==> config.mk <==
export PLATFORM = sky130hd
export DESIGN_NAME = shift_seq_ctrl_flat
export DESIGN_NICKNAME = d
export VERILOG_FILES = /design/src/rtl/alu_pkg.sv /design/src/rtl/shift_seq_ctrl_if.sv /design/src/rtl/shift_step.sv /design/src/rtl/shift_seq_ctrl.sv /design/src/flat_wrapper.sv
export SDC_FILE = /design/constraint.sdc
export NUM_CORES = 1
export LEC_CHECK = 0
export CAP_MARGIN = 40
export CORE_ASPECT_RATIO = 1.25
export CORE_MARGIN = 2
export CORE_UTILIZATION = 30
export DETAILED_ROUTE_END_ITERATION = 8
export PLACE_DENSITY_LB_ADDON = 0.15
export SYNTH_ARGS = -nofsm -noshare
export SYNTH_HDL_FRONTEND = slang
export SYNTH_HIERARCHICAL = 1
export SYNTH_SLANG_ARGS = --single-unit
export TNS_END_PERCENT = 30
==> constraint.sdc <==
create_clock -name clk -period 2.5 [get_ports clk]
set_input_delay 0.5 -clock clk [delete_from_list [all_inputs] [get_ports clk]]
set_output_delay 0.5 -clock clk [all_outputs]
set_load 0.01 [all_outputs]
==> src/rtl/alu_pkg.sv <==
// Shared types and constants for the sequential shifter.
package alu_pkg;

  localparam int unsigned XLEN = 32;

  typedef enum logic [1:0] {
    SLL = 2'b00,
    SRL = 2'b01,
    SRA = 2'b11
  } shift_op_t;

  typedef enum logic [1:0] {
    IDLE  = 2'b00,
    SHIFT = 2'b01,
    DONE  = 2'b10
  } state_t;

  function automatic logic [4:0] min_amt(input logic [4:0] x, input logic [4:0] y);
    return (x < y) ? x : y;
  endfunction

endpackage

==> src/rtl/shift_seq_ctrl_if.sv <==
// Request/response bundle between a requester and the sequential shifter.
interface shift_seq_ctrl_if;
  import alu_pkg::*;

  logic            start;
  logic [1:0]      op;
  logic [XLEN-1:0] a;
  logic [XLEN-1:0] b;
  logic            busy;
  logic            done;
  logic [XLEN-1:0] result;

  modport master (output start, output op, output a, output b,
                  input busy, input done, input result);
  modport slave  (input start, input op, input a, input b,
                  output busy, output done, output result);
endinterface

==> src/rtl/shift_step.sv <==
// One combinational shift of at most STEP positions.
module shift_step
  import alu_pkg::*;
#(
  parameter int unsigned STEP = 1
) (
  input  logic [XLEN-1:0] data,
  input  logic [4:0]      amt,
  input  shift_op_t       op,
  output logic [XLEN-1:0] out
);

  localparam logic [4:0] STEP_W = 5'(STEP);

  logic [4:0] amt_c;

  always_comb begin
    amt_c = min_amt(amt, STEP_W);
    case (op)
      SRL:     out = data >> amt_c;
      SRA:     out = $signed(data) >>> amt_c;
      // the reserved encoding 2'b10 shifts left like SLL
      default: out = data << amt_c;
    endcase
  end

endmodule

==> src/rtl/shift_seq_ctrl.sv <==
// Multi-cycle barrel-free shifter: shifts by up to STEP bits per cycle.
module shift_seq_ctrl
  import alu_pkg::*;
#(
  parameter int unsigned STEP = 1
) (
  input logic             clk,
  input logic             rst_n,
  shift_seq_ctrl_if.slave bus
);

  localparam logic [4:0] STEP_W = 5'(STEP);

  state_t          state;
  shift_op_t       op_q;
  logic [XLEN-1:0] work;
  logic [4:0]      rem;
  logic [4:0]      k;
  logic [XLEN-1:0] step_out;

  always_comb k = min_amt(rem, STEP_W);

  shift_step #(.STEP(STEP)) u_step (
    .data (work),
    .amt  (k),
    .op   (op_q),
    .out  (step_out)
  );

  always_ff @(posedge clk) begin
    if (!rst_n) begin
      state      <= IDLE;
      op_q       <= SLL;
      work       <= '0;
      rem        <= '0;
      bus.busy   <= 1'b0;
      bus.done   <= 1'b0;
      bus.result <= '0;
    end else begin
      case (state)
        IDLE, DONE: begin
          bus.done <= 1'b0;
          if (bus.start) begin
            work <= bus.a;
            op_q <= shift_op_t'(bus.op);
            rem  <= bus.b[4:0];
            // zero shift amount skips SHIFT and publishes the operand directly
            if (bus.b[4:0] == 5'd0) begin
              state      <= DONE;
              bus.busy   <= 1'b0;
              bus.done   <= 1'b1;
              bus.result <= bus.a;
            end else begin
              state    <= SHIFT;
              bus.busy <= 1'b1;
            end
          end else begin
            state    <= IDLE;
            bus.busy <= 1'b0;
          end
        end
        SHIFT: begin
          work <= step_out;
          rem  <= rem - k;
          if (rem == k) begin
            state      <= DONE;
            bus.busy   <= 1'b0;
            bus.done   <= 1'b1;
            bus.result <= step_out;
          end
        end
        default: begin
          state    <= IDLE;
          bus.busy <= 1'b0;
          bus.done <= 1'b0;
        end
      endcase
    end
  end

endmodule

==> src/flat_wrapper.sv <==
// flat-port wrapper written by rule: the top's interface ports become plain ports
module shift_seq_ctrl_flat import alu_pkg::*;
#(
  parameter int unsigned STEP = 1
)
  (clk, rst_n, bus_start, bus_op, bus_a, bus_b, bus_busy, bus_done, bus_result);
  shift_seq_ctrl_if bus_i ();
  input logic clk;
  input logic rst_n;
  input wire logic [$bits(bus_i.start)-1:0] bus_start;
  input wire logic [$bits(bus_i.op)-1:0] bus_op;
  input wire logic [$bits(bus_i.a)-1:0] bus_a;
  input wire logic [$bits(bus_i.b)-1:0] bus_b;
  output wire logic [$bits(bus_i.busy)-1:0] bus_busy;
  output wire logic [$bits(bus_i.done)-1:0] bus_done;
  output wire logic [$bits(bus_i.result)-1:0] bus_result;
  assign bus_i.start = bus_start;
  assign bus_i.op = bus_op;
  assign bus_i.a = bus_a;
  assign bus_i.b = bus_b;
  assign bus_busy = bus_i.busy;
  assign bus_done = bus_i.done;
  assign bus_result = bus_i.result;
  shift_seq_ctrl #(.STEP(STEP)) u_core (.clk(clk), .rst_n(rst_n), .bus(bus_i));
endmodule
**After elaboration in Yosys (flattened, before gate mapping)**

Index checks and enable logic that the tools add are counted.

- Output and inout bits: 34
- Register bits: 75
- Bits of input ports: 69
- Logic and storage cells: 51

- Reductions and logical operators: 7
- Muxes and demuxes: 23
- Equal/unequal tests: 8
- Order comparisons: 2
- Add/subtract/negate cells: 1
- Shifts and indexed selects: 3

Operators by type and width:

| cell | number |
|---|---|
| 32-bit one-hot mux with 2 select lines | 3 |
| 32-bit 2-to-1 mux | 4 |
| 32-bit by 5-bit << shifter with 32-bit output | 1 |
| 32-bit by 5-bit >> shifter with 32-bit output | 1 |
| 32-bit by 5-bit >>> shifter with 32-bit output | 1 |
| 5-bit 2-to-1 mux | 3 |
| 5-bit by 1-bit less-than comparator with 1-bit output, second input constant | 2 |
| 5-bit one-hot mux with 2 select lines | 1 |
| 1-bit 2-to-1 mux | 6 |
| 2-bit 2-to-1 mux | 3 |
| 5-bit == test | 1 |
| 5-bit zero test | 1 |
| 5-bit subtractor | 1 |
| 2-bit by 1-bit == test with 1-bit output, second input constant | 2 |
| 2-bit == test, second input constant | 2 |
| 2-bit by 1-bit != test with 1-bit output, second input constant | 2 |
| 1-bit one-hot mux with 2 select lines | 2 |
| 2-bit one-hot mux with 2 select lines | 1 |
| 2-bit AND reduction | 2 |
| 4-bit AND reduction | 1 |
| 2-bit zero test | 1 |
| 2-bit != test, second input constant | 1 |
| 2-bit nonzero test | 1 |
| 2-bit OR reduction | 1 |

**Logic depth before layout (Yosys ltp)**

Gate-level depths: netlist of run 1.

- Depth after elaboration: 8
- Depth in mapped cells: 9
- Depth with buffers taken out: 8

**By module**

Netlist of run 1, hierarchy kept.

By module, submodules not included:

| module | instances | area each (um^2) | seq. area each (um^2) | cells an instance |
|---|---|---|---|---|
| shift_seq_ctrl | 1 | 2811.4 | 1481.4 | 279 |
| shift_step | 1 | 768.2 | 0.0 | 116 |

**Least setup slack after synthesis of run 1**

Ideal clock, no wire load.

- Path type: register to register
- From: reg u_core.rem[4]
- To: reg u_core.bus.result[19]
- Data arrival time: 2.018 ns
- Stages on the path, launching flop included: 9
- Path slack: 0.364 ns
- Setup time: 0.119 ns
- Required time: 2.381 ns
- Period minus slack after synthesis: 2.136 ns
- Path through: dfxtp_1 > nor4_4 > or2b_1 > or2_2 > nor2_4 > buf_6 > o21ai_0 > o22a_1 > o221a_1

- Cells in the longest elaborated chain, start to end: 8

Ends and longest elaborated chain:

| item | RTL line | source |
|---|---|---|
| from (decl) | shift_seq_ctrl.sv:17 | `logic [4:0] rem;` |
| from (signal assigned) | shift_seq_ctrl.sv:46 | `rem <= bus.b[4:0];` |
| from (signal assigned) | shift_seq_ctrl.sv:64 | `rem <= rem - k;` |
| 5-bit by 1-bit less-than comparator with 1-bit output (*) | alu_pkg.sv:19 | `return (x < y) ? x : y;` |
| 5-bit 2-to-1 mux (*) | alu_pkg.sv:19 |  |
| via u_core.k[0] | shift_seq_ctrl.sv:18 | `logic [4:0] k;` |
| 5-bit by 1-bit less-than comparator with 1-bit output | alu_pkg.sv:19 |  |
| 5-bit 2-to-1 mux (*) | alu_pkg.sv:19 |  |
| 32-bit by 5-bit << shifter with 32-bit output, or another cell as far along | shift_step.sv:23 | `default: out = data << amt_c;` |
| 32-bit one-hot mux with 2 select lines (*) | shift_step.sv:19 | `case (op)` |
| via u_core.step_out[19] | shift_seq_ctrl.sv:19 | `logic [XLEN-1:0] step_out;` |
| 32-bit 2-to-1 mux (*) | shift_seq_ctrl.sv:65 | `if (rem == k) begin` |
| 32-bit one-hot mux with 2 select lines (*) | shift_seq_ctrl.sv:40 | `case (state)` |
| to (signal assigned) | shift_seq_ctrl.sv:52 | `bus.result <= bus.a;` |
| to (signal assigned) | shift_seq_ctrl.sv:69 | `bus.result <= step_out;` |
| to (decl) | shift_seq_ctrl_if.sv:16 | `output busy, output done, output result);` |

The timed path passes the listed nets; every way through them passes the cells marked *. The select of a mux whose other input is x is not followed.
A chain may end at the register's enable or synchronous reset.

**Worst setup path after layout of run 1**

- From: reg u_core.rem[4]
- To: reg u_core.bus.result[14]

The elaborated chain is that of the path after synthesis.

==> results of run 1 <==
-- critical path, delay by kind of cell, from the launching register on --
| family | cells | cell delay, ns |
|---|---|---|
| buffers and inverters | 1 | 0.18 |
| flip-flops | 1 | 0.36 |
| AO/OA/AOI/OAI | 3 | 0.62 |
| AND/OR/NAND/NOR | 4 | 1.03 |
-- path summary, 6_finish.rpt --
| check | startpoint | to | slack, ns |
|---|---|---|---|
| max | u_core/rem[4]$_SDFFE_PN0P_ | u_core/bus.result[14]$_SDFFE_PN0P_ | 0.18 |
| min | u_core/op_q[1]$_SDFFE_PN0P_ | u_core/op_q[1]$_SDFFE_PN0P_ | 0.47 |
| max reg2reg | u_core/rem[4]$_SDFFE_PN0P_ | u_core/bus.result[14]$_SDFFE_PN0P_ | 0.18 |
| min reg2reg | u_core/op_q[1]$_SDFFE_PN0P_ | u_core/op_q[1]$_SDFFE_PN0P_ | 0.47 |
-- per-layer routing --
metal	global-route usage, %	part of all wire [%]	vias up
li1	-	-	1628
met1	24.2	48	1590
met2	25.8	45	80
met3	3.72	4.6	14
met4	6.52	1.8	0
met5	0	0	-
-- sequential cells by signal, indices dropped and copies added (netlist names) --
register           cells
u_core/bus.result     32
u_core/work           32
u_core/rem             5
u_core/op_q            2
u_core/bus.busy        1
u_core/bus.done        1
u_core/state           1
-- cells by family (layout without fill, tap and decap cells) --
family,Yosys count,after routing,share of synthesized area (%)
AOI/OAI and AO/OA,146,146,30.1
buffers and inverters,41,109,6.33
DFF,74,74,41.4
muxes,30,30,8.39
other,1,8,0.105
and+or+nand+nor,103,103,13.7
-- final cells by class --
type	count	area, sq um	area share (%)
Timing Repair Buffer	94	918	19.3
Clock inverter	1	5.00	0.105
Inverter	2	7.51	0.158
Multi-Input combinational cell	287	1900	40.0
Sequential cell	74	1480	31.2
Clock buffer	12	236	4.98
Tap cell	161	201	4.24
-- power groups by stage --
stage                     Combinational [mW]  Clock (mW)  Sequential [mW]
after floorplan                        0.442           0             1.41
after global placement                 0.720           0             1.42
after detailed placement               0.728           0             1.42
after CTS                              0.731        1.15             1.40
after global routing                   0.806        1.21             1.41
final                                  0.727        1.11             1.40
-- placed cells by master, fill, tap and decap left out, types with 13 or more instances in the layout --
master / n
clkdlybuf4s50_1: 75
dfxtp_1: 73
o21ai_0: 51
nor2_1: 42
o22a_1: 32
nand3_1: 32
o221a_1: 32
mux2i_1: 30
buf_4: 17
o21ai_1: 16
nand2_1: 13
==> impl_results.md, run 1 <==
- Ys flop type: dfxtp_1
- Final worst slack: 0.183 ns
- Avg Vias per Cell: 5.25
- Dpl cells: just over 600
- CORE AREA: 11600 sq um
- Cell row count: 44
- Hold depth: 2
- Cell taking the most area after synthesis: dfxtp_1
- CP max stage cell: dfxtp_1
- DRT Pass-1 Iters: 4
- Iter 0 DRT Violations: between 100 and 150
- Switching share of power: 28.7%
- Routed wire length: 10500 um
- Finished Cell Area: 4750 sq um
- Final worst path period need: 2.32 ns
- CTS Sinks: 74
- Die width: 102 um
- R2R depth: 8
- RePlAce Congestion: 0.770
- Post-synth EDFFs: 0
- Post-DP HPWL: 6820 um
- Area after DPL: ~4500 sq um
- Fill cell count: 1172
- Final setup viols: 0
- # hold bufs at CTS: 0
- Sum of negative setup slack: 0 ns
- HP Class: register to register
- CP Class: register to register
- Initial Util: 30.8%
- First-pass GRT wire length: 17500 um
- Reg power frac: 43.2%
- Longest Clk Path Bufs: 2
- Clock Latency Late Sink: 0.33 ns
- Synth area leaders: dfxtp_1 (41%), o221a_1 (10%), mux2i_1 (8.4%)
- Die area: about 13000 sq um
- Yosys warns: 6
- Proportion of layout cells with a drive suffix above 1: 7.87%
- Pleak: about 1.6 nW
- Critical Path Fanout Max: 31
- Post-cts sizing count: 0
- Mapped Area: 3580 sq um
- Placement Setup Slack: between 0.2 and 0.25 ns
- Largest stage delay, worst path: 0.36 ns
- Initial antenna violation count: 0
- PD cells: 682 nW/um^2
- Via count: ~3.3k
- NetSw: approximately 0.93 mW
- Clock Power Share: 34.4%
- Hold Slack: 0.466 ns
- Status: finished clean
- Largest net degree at the start of global routing: 35
- Final Total Pwr: 3.24 mW
- Crit path cell chain: nor4_4, or2b_1, or2_2, nor2_4, buf_12, o21ai_0, o22a_1, o221a_1
- VDD IR-drop max: 328 uV
- Register area share after synthesis: 41.4%
- Fmax: 432 MHz
- Post-Synthesis Cells: 395
- Ys async rst share: 0%
- GR Util All Layers: 17.3%
- Ant. Diodes: 0
- CTS tree: done
- Most common cell in the netlist: dfxtp_1
- Synth cell types: 35
- Total gr overflow: 0
- Final worst path period share: 92.7%
- Internal power: 2.31 mW
- CP arrival: 2.54 ns
- CP endpoint kind: register
- CTS clk-pin slew, worst paths: 0.05 ns
- Slew Limit Fails: 0
- Worst setup SP type: register
- Die height: 126 um
- Post-route ant nets: 0
- Clock Skews: 0.00427 ns
- Unrepaired setup endpoints after global routing: no
- Seq cells post-synth: 74
- Final Util: 40.9%
- Vias in the first global route: 3358
- H-tree levels: 3
- Layout Area Growth over Synthesis: 32.8%
- Nets: 537
- MaxCap Viol Count: 0
- Postcts setup bufs: 0
- Layout Cells excl Fill: 631
- Hold Violations, Final: 0
- Comb pwr share: 22.4%
- DRC: 0
- WL/cell: 16.6 um
- Syn avg cell area: 9.06 sq um
- Post-synth top cells: dfxtp_1 (74), o21ai_0 (51), nor2_1 (43)
- Required time worst endpoint: between 2 and 3 ns
- Io pins: around 100
- Post-synth top area share: 41.4%
- Root Driver: clkbuf_16
- CTS Buf Count: 9
- Port Buffer Count: 75
No activity file was read; power rests on OpenSTA's default activity.
==> run 2: changes to the inputs <==
Settings changed: SYNTH_HIERARCHICAL 1 to default.
==> impl_results.md, run 2 <==
- Compound-Gate Fraction of Synth Area: 28.5%
- Required time worst endpoint: 2.75 ns
- Post-synth top area share: 35.9%
- Final Util: 41.2%
- Clock Power Share: 32.3%
- Internal power: 2.66 mW
- Nets: 596
- Avg Vias per Cell: around 5.5
- Post-DP HPWL: about 7700 um
- Post-Synthesis Cells: approximately 460
- Initial Util: 30.9%
- Largest net degree at the start of global routing: 74
- Post-synth EDFFs: 0
- Slew margin rel.: 62.8%
- Synth cell types: 39
- Mapped Area: 4130 sq um
- Fmax: slightly below 400 MHz
- CORE AREA: ~13000 sq um
- Proportion of layout cells with a drive suffix above 1: between 20 and 25%
- RePlAce Congestion: between 0.7 and 0.8
- MaxCap Viol Count: 0
- WL/cell: about 17 um
- Synth area leaders: dfxtp_1 (36%), o211ai_2 (9.1%), o21ai_0 (9.0%)
- Critical Path Fanout Max: 10
- Vias in the first global route: 3750
- CP arrival: 2.76 ns
- Cell taking the most area after synthesis: dfxtp_1
- HP Class: register to register
- Largest family of logic cells by synthesized area: compound AO/OA/AOI/OAI gates
- Yosys warns: 0
- CP endpoint kind: register
- Final worst slack: -0.0139 ns
- Comb pwr share: 31.5%
- Top Registers: u_core.bus.result: 32 flops, u_core.work: 32 flops, u_core.rem: 5 flops
- CTS Buf Count: 9
- Failing checks: negative setup slack
- Post-Synth Simple-Gate Area: between 10% and 20%
- Total gr overflow: 0
- Initial antenna violation count: 1
- Iter 0 DRT Violations: 175
- Final Total Pwr: slightly below 4 mW
- Mapped Nets: approximately 530
- DRT Pass-1 Iters: 4
- Final worst path period share: 101%
- Port Buffer Count: between 70 and 80
- CP max stage cell: or4_4
- GR Util All Layers: 16.5%
- Slew Limit Fails: 0
- Worst Tran Pin Value: 0.557 ns
- First-pass GRT wire length: just under 20000 um
- Hold Violations, Final: 0
- CP Class: register to register
- Synth Area in Adders: 0.303%
- Post-synth top cells: dfxtp_1 (74), o21ai_0 (74), a21oi_1 (38)
- Final worst path period need: 2.51 ns
- Post-route ant nets: 0
- Worst setup SP type: register
- Status: complete, but fails checks
- Largest stage delay, worst path: 0.56 ns
- Clock Latency Late Sink: about 0.34 ns
- Crit path cell chain: or4_4, nand2b_4, ha_4, or4b_4, o32ai_4, buf_4, buf_12, o211ai_1, o31ai_1
- DRC: 0
- Most frequent cells in the layout: o21ai_0 (74), clkdlybuf4s50_1 (74), dfxtp_1 (73)
- NetSw: 1.31 mW
- Clock Skews: 0.0102 ns
- Unrepaired setup endpoints after global routing: yes
- Io pins: 103
- Routed wire length: 12000 um
- Final setup viols: 1
- Syn avg cell area: 8.89 sq um
- Ys async rst share: 0%
- Ant. Diodes: 0
- Die width: between 100 and 150 um
- CTS tree: done
- H-tree levels: 3
- Switching share of power: 33.0%
- Via count: roughly 3.8k
- Seq cells post-synth: 74
- CTS Sinks: 74
- Pleak: 1.97 nW
- Die area: 14700 sq um
- Root Driver: clkbuf_16
- Layout Area Growth over Synthesis: 33.4%
- XOR/XNOR share of the synthesized area: 0%
- PD cells: 722 nW/um^2
- Cell row count: 47
- Register area share after synthesis: 35.9%
- # hold bufs at CTS: 0
- Die height: around 140 um
- Post-synthesis mux area share: 15.7%
- CTS clk-pin slew, worst paths: 0.06 ns
- Ys flop type: dfxtp_1
- Reg power frac: 36.2%
- VDD IR-drop max: 360 uV
- Longest Clk Path Bufs: 2
## run 2: cell types whose count changed after synthesis, moves of 4 or more
cell	previous run	this run
nor2_1	43	5
a21oi_1	6	38
o221a_1	32	0
o22a_1	32	0
mux2_2	0	30
nand4_1	0	30
o211ai_2	0	30
o21ai_0	51	74
clkbuf_1	17	24
buf_2	10	16
buf_6	7	3
o21ai_1	16	20
## run 2: routing by layer
metal | vias up | part of all wire (%) | global-route usage, %
met5 | - | 0 | 0
met4 | 0 | 1.4 | 5.63
met3 | 16 | 4.1 | 3.14
met2 | 83 | 48 | 26.7
met1 | 1856 | 46 | 21.8
li1 | 1886 | - | -
## run 2: final timing paths
path,start,to,slack (ns),depth (start not counted)
worst max-delay path,u_core.rem[1]$_SDFFE_PN0P_,u_core.bus.result[0]$_SDFFE_PN0P_,-0.01,9
worst min-delay path,u_core.op_q[1]$_SDFFE_PN0P_,u_core.op_q[1]$_SDFFE_PN0P_,0.47,2
worst max register to register,u_core.rem[1]$_SDFFE_PN0P_,u_core.bus.result[0]$_SDFFE_PN0P_,-0.01,9
worst min register to register,u_core.op_q[1]$_SDFFE_PN0P_,u_core.op_q[1]$_SDFFE_PN0P_,0.47,2
## run 2: stage by stage
step	setup TNS [ns]	cell area [sq um]	setup WS [ns]	hold WS, ns	cells
6_report	-0.0139	5500	-0.0139	0.467	701
5_1_grt	-0.656	5500	-0.0685	0.498	701
4_1_cts	0	5410	0.0183	0.471	697
3_5_place_dp	-1.12	5110	-0.0808	0.463	682
3_3_place_gp	-0.703	5110	-0.0535	0.457	682
2_1_floorplan	0	4130	0.00582	0.437	464
## run 2: power groups by stage
stage	registers, mW	logic (mW)	clock network, mW
floorplan	1.45	0.789	0
global placement	1.46	1.21	0
detailed placement	1.46	1.22	0
CTS	1.44	1.23	1.31
global route	1.46	1.38	1.36
finish	1.44	1.25	1.28
## run 2: final cells by class
| type | count | area, sq um |
|---|---|---|
| inverters | 2 | 7.51 |
| flip-flops and latches | 74 | 1480 |
| fillers | 1337 | 7850 |
| repair buffers | 101 | 1080 |
| multi-input cells | 338 | 2430 |
| well taps | 171 | 214 |
| clock inverters | 3 | 40.0 |
| clock buffers | 12 | 246 |
## run 2: cell families after synthesis
| group | count (synthesis) |
|---|---|
| compound gates | 177 |
| fa+ha+maj | 1 |
| buf+inv | 52 |
| flops | 74 |
| mux | 61 |
| simple gates | 99 |
## run 2: what timing repair did
action / in CTS / in global routing
setup buffers: 0 / 2
gates cloned: 0 / 2
endpoints found under the setup margin: 5 / 32
resized for setup: 1 / 6
## run 2: worst max-delay path: cells and delay by family, from the launching register on
family / cells / cell delay (ns)
buf+inv: 2 / 0.31
compound gates: 3 / 0.52
simple gates: 3 / 1.16
flops: 1 / 0.31
fa+ha+maj: 1 / 0.13
==> run 3: changes to the inputs <==
Settings changed: PLACE_DENSITY from default to 0.51, PLACE_DENSITY_LB_ADDON 0.15 to default.
==> impl_results.md, run 3 (synthesis results as in run 2) <==
- Status: finished clean
- CTS tree: done
- Die height: 135 um
- Most frequent cells in the layout: o21ai_0 (74), clkdlybuf4s50_1 (74), dfxtp_1 (72)
- Final worst slack: 0.0251 ns
- Post-route ant nets: 0
- Total gr overflow: 0
- CP max stage cell: or4_4
- Largest stage delay, worst path: between 0.5 and 0.6 ns
- Avg Vias per Cell: 5.53
- Die area: 14700 sq um
- Slew Limit Fails: 0
- Largest net degree at the start of global routing: 47
- GR Util All Layers: between 10% and 20%
- Critical path's top delay family: simple AND/OR/NAND/NOR gates
- MaxCap Viol Count: 0
- Ant. Diodes: 0
- Cell row count: 47
- Via count: 3916
- Top Registers: u_core.bus.result: 32 flops, u_core.work: 32 flops, u_core.rem: 5 flops
- Final Total Pwr: 3.94 mW
- Final worst path period need: 2.47 ns
- Dpl cells: 685
- DRC: 0
- Initial antenna violation count: 0
- CP arrival: 2.74 ns
- CP endpoint kind: register
- Critical Path Fanout Max: 6
- Worst Tran Pin Value: 0.470 ns
- Io pins: 103
- CTS Buf Count: 9
- HP Class: register to register
- Routed wire length: about 12000 um
- Hold Path End: u_core.op_q[1]$_SDFFE_PN0P_
- CP Class: register to register
- CTS clk-pin slew, worst paths: ~0.050 ns
- Layout Cells excl Fill: 708
- Required time worst endpoint: 2.76 ns
- Fill cell count: 1342
- DRT Pass-1 Iters: 4
- Finished Cell Area: 5540 sq um
- Root Driver: clkbuf_16
- PD cells: 712 nW/um^2
- Critical path buffers and inverters: 1
- Clock Latency Late Sink: 0.33 ns
- Final worst path period share: 99.0%
- Vias in the first global route: 3747
- Port Buffer Count: between 70 and 80
- FF-to-FF setup slack: approximately 0.025 ns
- # hold bufs at CTS: 0
- Nets: 602
- CORE AREA: 13300 sq um
- First-pass GRT wire length: 19400 um
- Area after DPL: around 5100 sq um
- RePlAce Congestion: about 0.8
- Final setup viols: 0
- Placement Setup Slack: 0.0110 ns
- R2R depth: 8
- Slew margin rel.: 68.7%
- Initial Util: 30.9%
- Die width: 109 um
- Worst setup SP type: register
- Hold Startpoint: u_core.op_q[1]$_SDFFE_PN0P_
- R2r endpoint: u_core.bus.result[11]$_SDFFE_PN0P_
- Hold Violations, Final: 0
- Longest Clk Path Bufs: 2
- Fmax: 404 MHz
- Unrepaired setup endpoints after global routing: yes
- Pleak: 2.00 nW
- Crit path cell chain: or4_4, nand2b_4, ha_4, or4b_4, o32ai_4, nand3_4, clkbuf_16, o211ai_2
- VDD IR-drop max: roughly 380 uV
- Clock Skews: roughly 0.005 ns
- Iter 0 DRT Violations: about 130
- Proportion of layout cells with a drive suffix above 1: around 22%
- H-tree levels: 3
- WL/cell: 17.4 um
- CTS Sinks: 74
- R2r startpoint: u_core.rem[4]$_SDFFE_PN0P_
- Layout Area Growth over Synthesis: 34.1%
- Post-DP HPWL: 7860 um
- Hold depth: 2
-- run 3: cell types whose count changed in the layout (fill, tap and decap cells not counted), moves of 2 or more --
cell      previous run  this run
clkbuf_8             1         3
buf_6                1         6
buf_4               15        18
buf_12               8         5
-- run 3: layout make-up --
type	instances	area (sq um)	area share (%)
multi-input combinational	338	2430	43.9
sequential	74	1480	26.8
timing repair buffer	107	1110	20.1
clock buffer	14	274	4.95
clock inverter	2	10.0	0.181
tap	171	214	3.87
inverter	2	7.51	0.136
-- run 3: how the worst max path moves through the flow --
stage	startpoint	end	slack, ns	cells after the start
final	u_core.rem[4]$_SDFFE_PN0P_	u_core.bus.result[11]$_SDFFE_PN0P_	0.03	8
after detailed placement	bus_b[3]	u_core.bus.result[18]$_SDFFE_PN0P_	0.01	6
after global placement	bus_b[3]	u_core.bus.result[6]$_SDFFE_PN0P_	0.03	7
after floorplan	u_core.rem[1]$_SDFFE_PN0P_	u_core.bus.result[11]$_SDFFE_PN0P_	0.006	9
after CTS	u_core.rem[1]$_SDFFE_PN0P_	u_core.bus.result[18]$_SDFFE_PN0P_	0.07	8
after global routing	u_core.rem[4]$_SDFFE_PN0P_	u_core.bus.result[11]$_SDFFE_PN0P_	-0.06	8
-- run 3: where the power goes --
part / switching (mW) / internal, mW / total [mW]
Clock: 0.492 / 0.751 / 1.24
Combinational: 0.705 / 0.557 / 1.26
Sequential: 0.119 / 1.32 / 1.44
Total: 1.32 / 2.63 / 3.94
-- run 3: layer usage --
layer  routed length [um]  track usage, %  vias to the layer above
met5                    0               0                        -
met2                 5880            26.4                       84
li1                     -               -                     1908
met4                  251            6.77                        0
met3                  506            2.22                       11
met1                 5680            22.6                     1913
-- run 3: timing repair --
action / 4_1_cts / 5_1_grt
setup buffers: 0 / 4
gates resized for setup: 0 / 11
setup endpoints to repair: 0 / 21
hold endpoints to repair: 0 / 0
-- run 3: worst reg2reg max path, delay by kind of cell, from the launching register on --
family / cells / cell delay [ns]
AO/OA/AOI/OAI: 2 / 0.37
adder cells (fa/ha/maj): 1 / 0.13
buffers and inverters: 1 / 0.25
flip-flops: 1 / 0.32
AND/OR/NAND/NOR: 4 / 1.34
-- run 3: metrics by stage --
stage               util [%]  setup TNS [ns]  hold WS (ns)
finish                  41.5               0         0.460
global route            41.5          -0.701         0.500
CTS                     40.4               0         0.460
detailed placement      38.3               0         0.452
global placement        38.3               0         0.453
floorplan                  -               0         0.437
==> variant 1 (config.mk and constraints of run 1) <==
`XLEN`: 32 -> 24.
--- a/src/rtl/alu_pkg.sv
+++ b/src/rtl/alu_pkg.sv
@@ -1,7 +1,7 @@
 // Shared types and constants for the sequential shifter.
 package alu_pkg;
 
-  localparam int unsigned XLEN = 32;
+  localparam int unsigned XLEN = 24;
 
   typedef enum logic [1:0] {
     SLL = 2'b00,
Ports: changed (resized bus_a, bus_b and bus_result); port bits go from 103 to 79. The function was not compared with the original's and may differ.
==> variant 1 against run 1 <==
- sequential cell count shrank 16
- non-clock buffer count shrank 24
- combinational power shrank 24%
- sequential share of layout area shrank 1.2 points
- synthesized cell count shrank 28%
- synthesized area shrank 20%
- count of clock-buffer cells in the layout is the same
- sequential power shrank 22%
- final cell count shrank 26%
- design area shrank 19%
- power shrank 15%
- wire length shrank 26%
- worst setup slack gained 0.020 ns
==> variant 1: results (changes against run 1) <==
Run status
The flow ran to the end, and the final reports show no timing, DRC or antenna violations.

Setup path
The critical-path maximum fanout is 19 (-39%). The setup slack on the worst flop-to-flop path is 0.20 ns (+0.02 ns). The endpoint identified for the worst register-to-register timing path is u_core/bus.result[1].

The startpoint identified for the worst register-to-register timing path is u_core/rem[4]. The worst endpoint data arrival time is 2.51 ns (-0.03 ns).

Clocking
The maximum number of buffers from clock root to sink is 2 (unchanged).

Worst hold path
The cell count of the worst hold path is 2 (unchanged).

Routing
The total length of routed met2 wires is 3830 um (-19%). The number of iterations in the first detailed-routing pass came to 6 (+2). The total via count in the routed design came to 2,469 (-25%). The number of violations reported at the end of detailed-routing iteration 0 is 152 (+16%). The met1 routed wirelength after detailed routing was 3600 um (-29%). The per-cell routed wire length is 16.5 um (-1.0%). The wire length on met3 is 224 um (-53%).

Place
The global placement routability congestion is 0.793 (+3.0%). The count of input and output buffers came to 59 (-21%). The pre-CTS setup slack was 0.224 ns (-0.00632 ns). The total cell area at the placement stage is 0.00360 mm^2 (-20%). The estimated wirelength of the detail-placed design is 4810 um (-29%).

Synthesis
The distinct cell type count after synthesis is 39 (+11%). By count the netlist is led by 58 x dfxtp_1, 25 x o211a_1, 24 x nand3_1, 24 x o22a_1, 23 x o221a_2. The sequential cell area fraction in the yosys report is 40.5% (-0.84 points). After synthesis, the cell types taking the most area are dfxtp_1 41%, o221a_2 9.0%, o211a_1 8.7%, mux2i_1 7.7%, o22a_1 7.3%.

Timing
The clock skew is 0.00685 ns (+0.00258 ns). The post-route worst hold slack came to 0.469 ns (+0.00337 ns). The setup TNS after final layout was 0 ns (unchanged).

Global routing
The wire length of the first global-routing pass was 13,100 um (-25%). The global-route usage over all layers came to 15.7% (-1.5 points). The maximum number of pins on one net before global-route repair was 59 (+69%).

Final layout
The share of final-layout standard cells stronger than drive strength 1 was 16.4% (+8.6 points). In the final layout, the registers with the most flip-flops are u_core/bus.result: 24 flops, u_core/work: 24 flops, u_core/rem: 5 flops. The fill cell instance count of the final layout came to 906 (-23%).

Power and ir drop
The switching fraction of total power is 26.9% (-1.8 points). The leakage dissipation came to 0.00155 uW (-4.6%). The maximum vdd ir drop is 0.285 mV (-13%).
[variant 1: changes by cell type after synthesis, moves of 6 or more]
cell / run 1 / this run
o211a_1: 0 / 25
mux2i_1: 30 / 22
o21ai_1: 16 / 10
dfxtp_1: 74 / 58
nand3_1: 32 / 24
nor2_1: 43 / 4
o221a_1: 32 / 1
o22a_1: 32 / 24
o221a_2: 0 / 23
o21ai_0: 51 / 17
[variant 1: power groups by stage]
stage | Sequential, uW | Combinational [uW] | Clock (uW)
5_1_grt | 1100 | 610 | 1190
4_1_cts | 1090 | 560 | 1150
3_3_place_gp | 1110 | 552 | 0
6_report | 1090 | 553 | 1120
3_5_place_dp | 1110 | 556 | 0
2_1_floorplan | 1100 | 341 | 0
[variant 1: final cells by class]
cell class	instances	share of cell area, %
Clock buffer	12	6.63
Clock inverter	3	0.388
Tap cell	123	3.98
Timing Repair Buffer	70	18.6
Sequential cell	58	30.0
Multi-Input combinational cell	204	40.4
[variant 1: logic make-up (layout without fill, tap and decap cells)]
kind of cell / after synthesis / count (layout) / synth area share [%]
AO/OA/AOI/OAI: 114 / 114 / 33.7
buffers and inverters: 29 / 85 / 5.72
flip-flops: 58 / 58 / 40.5
multiplexers: 22 / 22 / 7.69
other: 1 / 8 / 0.131
AND/OR/NAND/NOR: 60 / 60 / 12.2
[variant 1: worst min-delay path, cell delays in order (launching register included)]
cell and delay [ns]:
dfxtp_1 0.31, nand2_1 0.05, a21boi_0 0.06
[variant 1: through the flow]
stage	utilization (%)	cells	power (uW)
2_1_floorplan	-	291	1450
3_3_place_gp	39.0	455	1660
3_5_place_dp	39.0	455	1670
4_1_cts	42.0	470	2800
5_1_grt	42.0	470	2900
6_report	42.0	470	2760
[variant 1: how the worst max path moves through the flow]
stage	end	slack, ns	start	cells after the start
final	u_core/bus.result[1]	0.20	u_core/rem[4]	8
after CTS	u_core/bus.result[1]	0.20	u_core/rem[4]	8
after detailed placement	u_core/bus.result[1]	0.22	u_core/rem[4]	8
after floorplan	u_core/bus.result[0]	0.28	u_core/rem[4]	8
after global placement	u_core/bus.result[1]	0.21	u_core/rem[4]	8
after global routing	u_core/bus.result[0]	0.09	u_core/rem[4]	8
[variant 1: metal layers]
metal / vias up / track usage, %
met5: - / 0
met3: 7 / 3.79
li1: 1221 / -
met2: 44 / 25.3
met4: 0 / 5.45
met1: 1197 / 20.6
==> variant 2 (config.mk and constraints of run 1) <==
Made on the original files. Make the reset (`rst_n`) asynchronous in one clocked block.
--- a/src/rtl/shift_seq_ctrl.sv
+++ b/src/rtl/shift_seq_ctrl.sv
@@ -27,7 +27,7 @@
     .out  (step_out)
   );
 
-  always_ff @(posedge clk) begin
+  always_ff @(posedge clk or negedge rst_n) begin
     if (!rst_n) begin
       state      <= IDLE;
       op_q       <= SLL;
Check against the original RTL: differs if rst_n is asserted again (counterexample within 4 cycles, from zero or initial values and one cycle with rst_n low); with rst_n held inactive, the same outputs for 4 cycles.
==> variant 2 against run 1 <==
- core utilization is 0.49 points lower
- wire length is 5.4% lower
- final cell count is 4.6% higher
- sequential cell count stayed put
- clock skew is 0.0019 ns higher
- worst setup slack better by 0.015 ns
- design area is 13% higher
- synthesized area is 13% higher
Power is not compared: it rests on default switching activity, and its combinational part moved more than twofold at a synthesized area within 25%.
==> variant 2: results (changes against run 1) <==
Synthesis
The mux contribution to synthesized area is 23.5% (+15 points). Sorting the synthesized cells by area gives the leading types as dfrtp_1 46%, mux2i_1 23%, nand3_1 4.3%, nor3_1 4.1%, a21oi_1 4.0%. The number of synthesis warnings is 6 (unchanged). The sequential cell area fraction in the yosys report is 45.7% (+4.4 points). Among all flip-flop cells after synthesis, the most frequent one is dfrtp_1. The commonest cells after synthesis are 95 x mux2i_1, 74 x dfrtp_1, 35 x nand3_1, 33 x inv_1, 33 x nor3_1. The xor and xnor area share after synthesis is 0% (unchanged). The post-synthesis area per instance is 9.90 um^2 (+9.2%).

The fraction of the mapped netlist area in compound gates is 9.58% (-21 points). The share of synthesized flip-flops with an asynchronous set or reset is 100% (+100 points).

Setup path
In this run the worst setup path terminates at u_core/bus.result[15]. The critical-path maximum fanout came to 18 (-42%). The setup slack on the worst flop-to-flop path came to 0.20 ns (+0.02 ns).

The worst endpoint data arrival time is 2.51 ns (-0.03 ns). In this run the worst setup path begins at u_core/rem[4]. The kind of cell with the highest combined delay along the critical path is simple AND/OR/NAND/NOR gates. The delay of the slowest cell on the worst path is 0.43 ns (+0.07 ns).

The slowest stage of the critical path belongs to the cell nor4_1.

Final layout
The fraction of area in registers is 34.7% (+3.5 points). The fill cell instance count of the final layout is 1,336 (+14%). The share of final-layout standard cells stronger than drive strength 1 is 8.59% (+0.72 points).

The relative area of non-clock buffer cells in the final design came to 17.0% (-2.3 points). The count of placed standard cells in the final layout, fillers left out is 660 (+4.6%). The non-clock buffer count in the final layout was 88 (-6.4%). The layout inverter count without the clock tree is 33 (+31). Compared with the post-synthesis result, the final layout area differs by 32.1%. The fraction of area in multi-input gates was 36.1% (-3.9 points).

The count of clock-net buffers in the final layout was 10 (-2). The fraction of area in clock buffers and inverters was 5.97% (+0.88 points). The multi-input combinational cell count is 278 (-3.1%).

Routing
The per-cell routed wire length came to 15.1 um (-9.5%). The total via count in the routed design was 3,206 (-3.2%). The number of violations reported at the end of detailed-routing iteration 0 is 143 (+9.2%).

Global routing
The wire length of the first global-routing pass is 16,800 um (-3.9%). The via count of the first global-routing pass is 3,385 (+0.80%). The global-route usage over all layers came to 14.7% (-2.5 points). The maximum number of pins on one net before global-route repair came to 68 (+94%).

Place
The pre-CTS setup slack was 0.180 ns (-0.0498 ns). The global placement routability congestion is 0.768 (-0.22%). The estimated wirelength of the detail-placed design is 6730 um (-1.4%).

The number of placed instances with taps included is 644 (+4.2%). The total cell area at the placement stage is 0.00503 mm^2 (+11%).

Power and ir drop
The maximum vdd ir drop is 0.625 mV.

Timing
The post-route worst hold slack was 0.134 ns (-0.331 ns). The upper clock frequency limit came to 434 MHz (+0.66%). The clock skew is 0.00616 ns (+0.00189 ns).

Die
The number of well-tap cells placed is 171 (+6.2%).

Worst hold path
The class of the tightest hold or removal check is in -> async.

Run status
The run finished with clean final reports.

Clocking
The hold buffer count at CTS came to 0 (unchanged).
## variant 2: worst reg2reg max path, delay by kind of cell (launching register included)
family,cells,cell delay [ns]
flip-flops,1,0.42
buffers and inverters,1,0.21
AND/OR/NAND/NOR,4,1.07
AO/OA/AOI/OAI,1,0.12
multiplexers,2,0.36
## variant 2: routing by layer
layer,up-vias,share of wire (%),global-route usage [%]
met2,56,51,24.7
met4,0,1.6,6.20
met1,1557,44,18.6
met3,9,3.1,2.43
li1,1584,-,-
met5,-,0,0
## variant 2: power by group through the flow
stage | Clock [uW] | Combinational (uW) | Sequential [uW]
after floorplan | 0 | 2280 | 2360
after global placement | 0 | 3490 | 2390
after detailed placement | 0 | 3540 | 2400
after CTS | 1430 | 3550 | 2390
after global routing | 1480 | 3890 | 2480
final | 1390 | 3490 | 2390
## variant 2: cells by family (layout without fill, tap and decap cells)
logic type	after synthesis	after routing
muxes	95	95
and+or+nand+nor	104	104
AOI/OAI and AO/OA	71	71
buffers and inverters	64	137
other	1	8
DFF	74	74
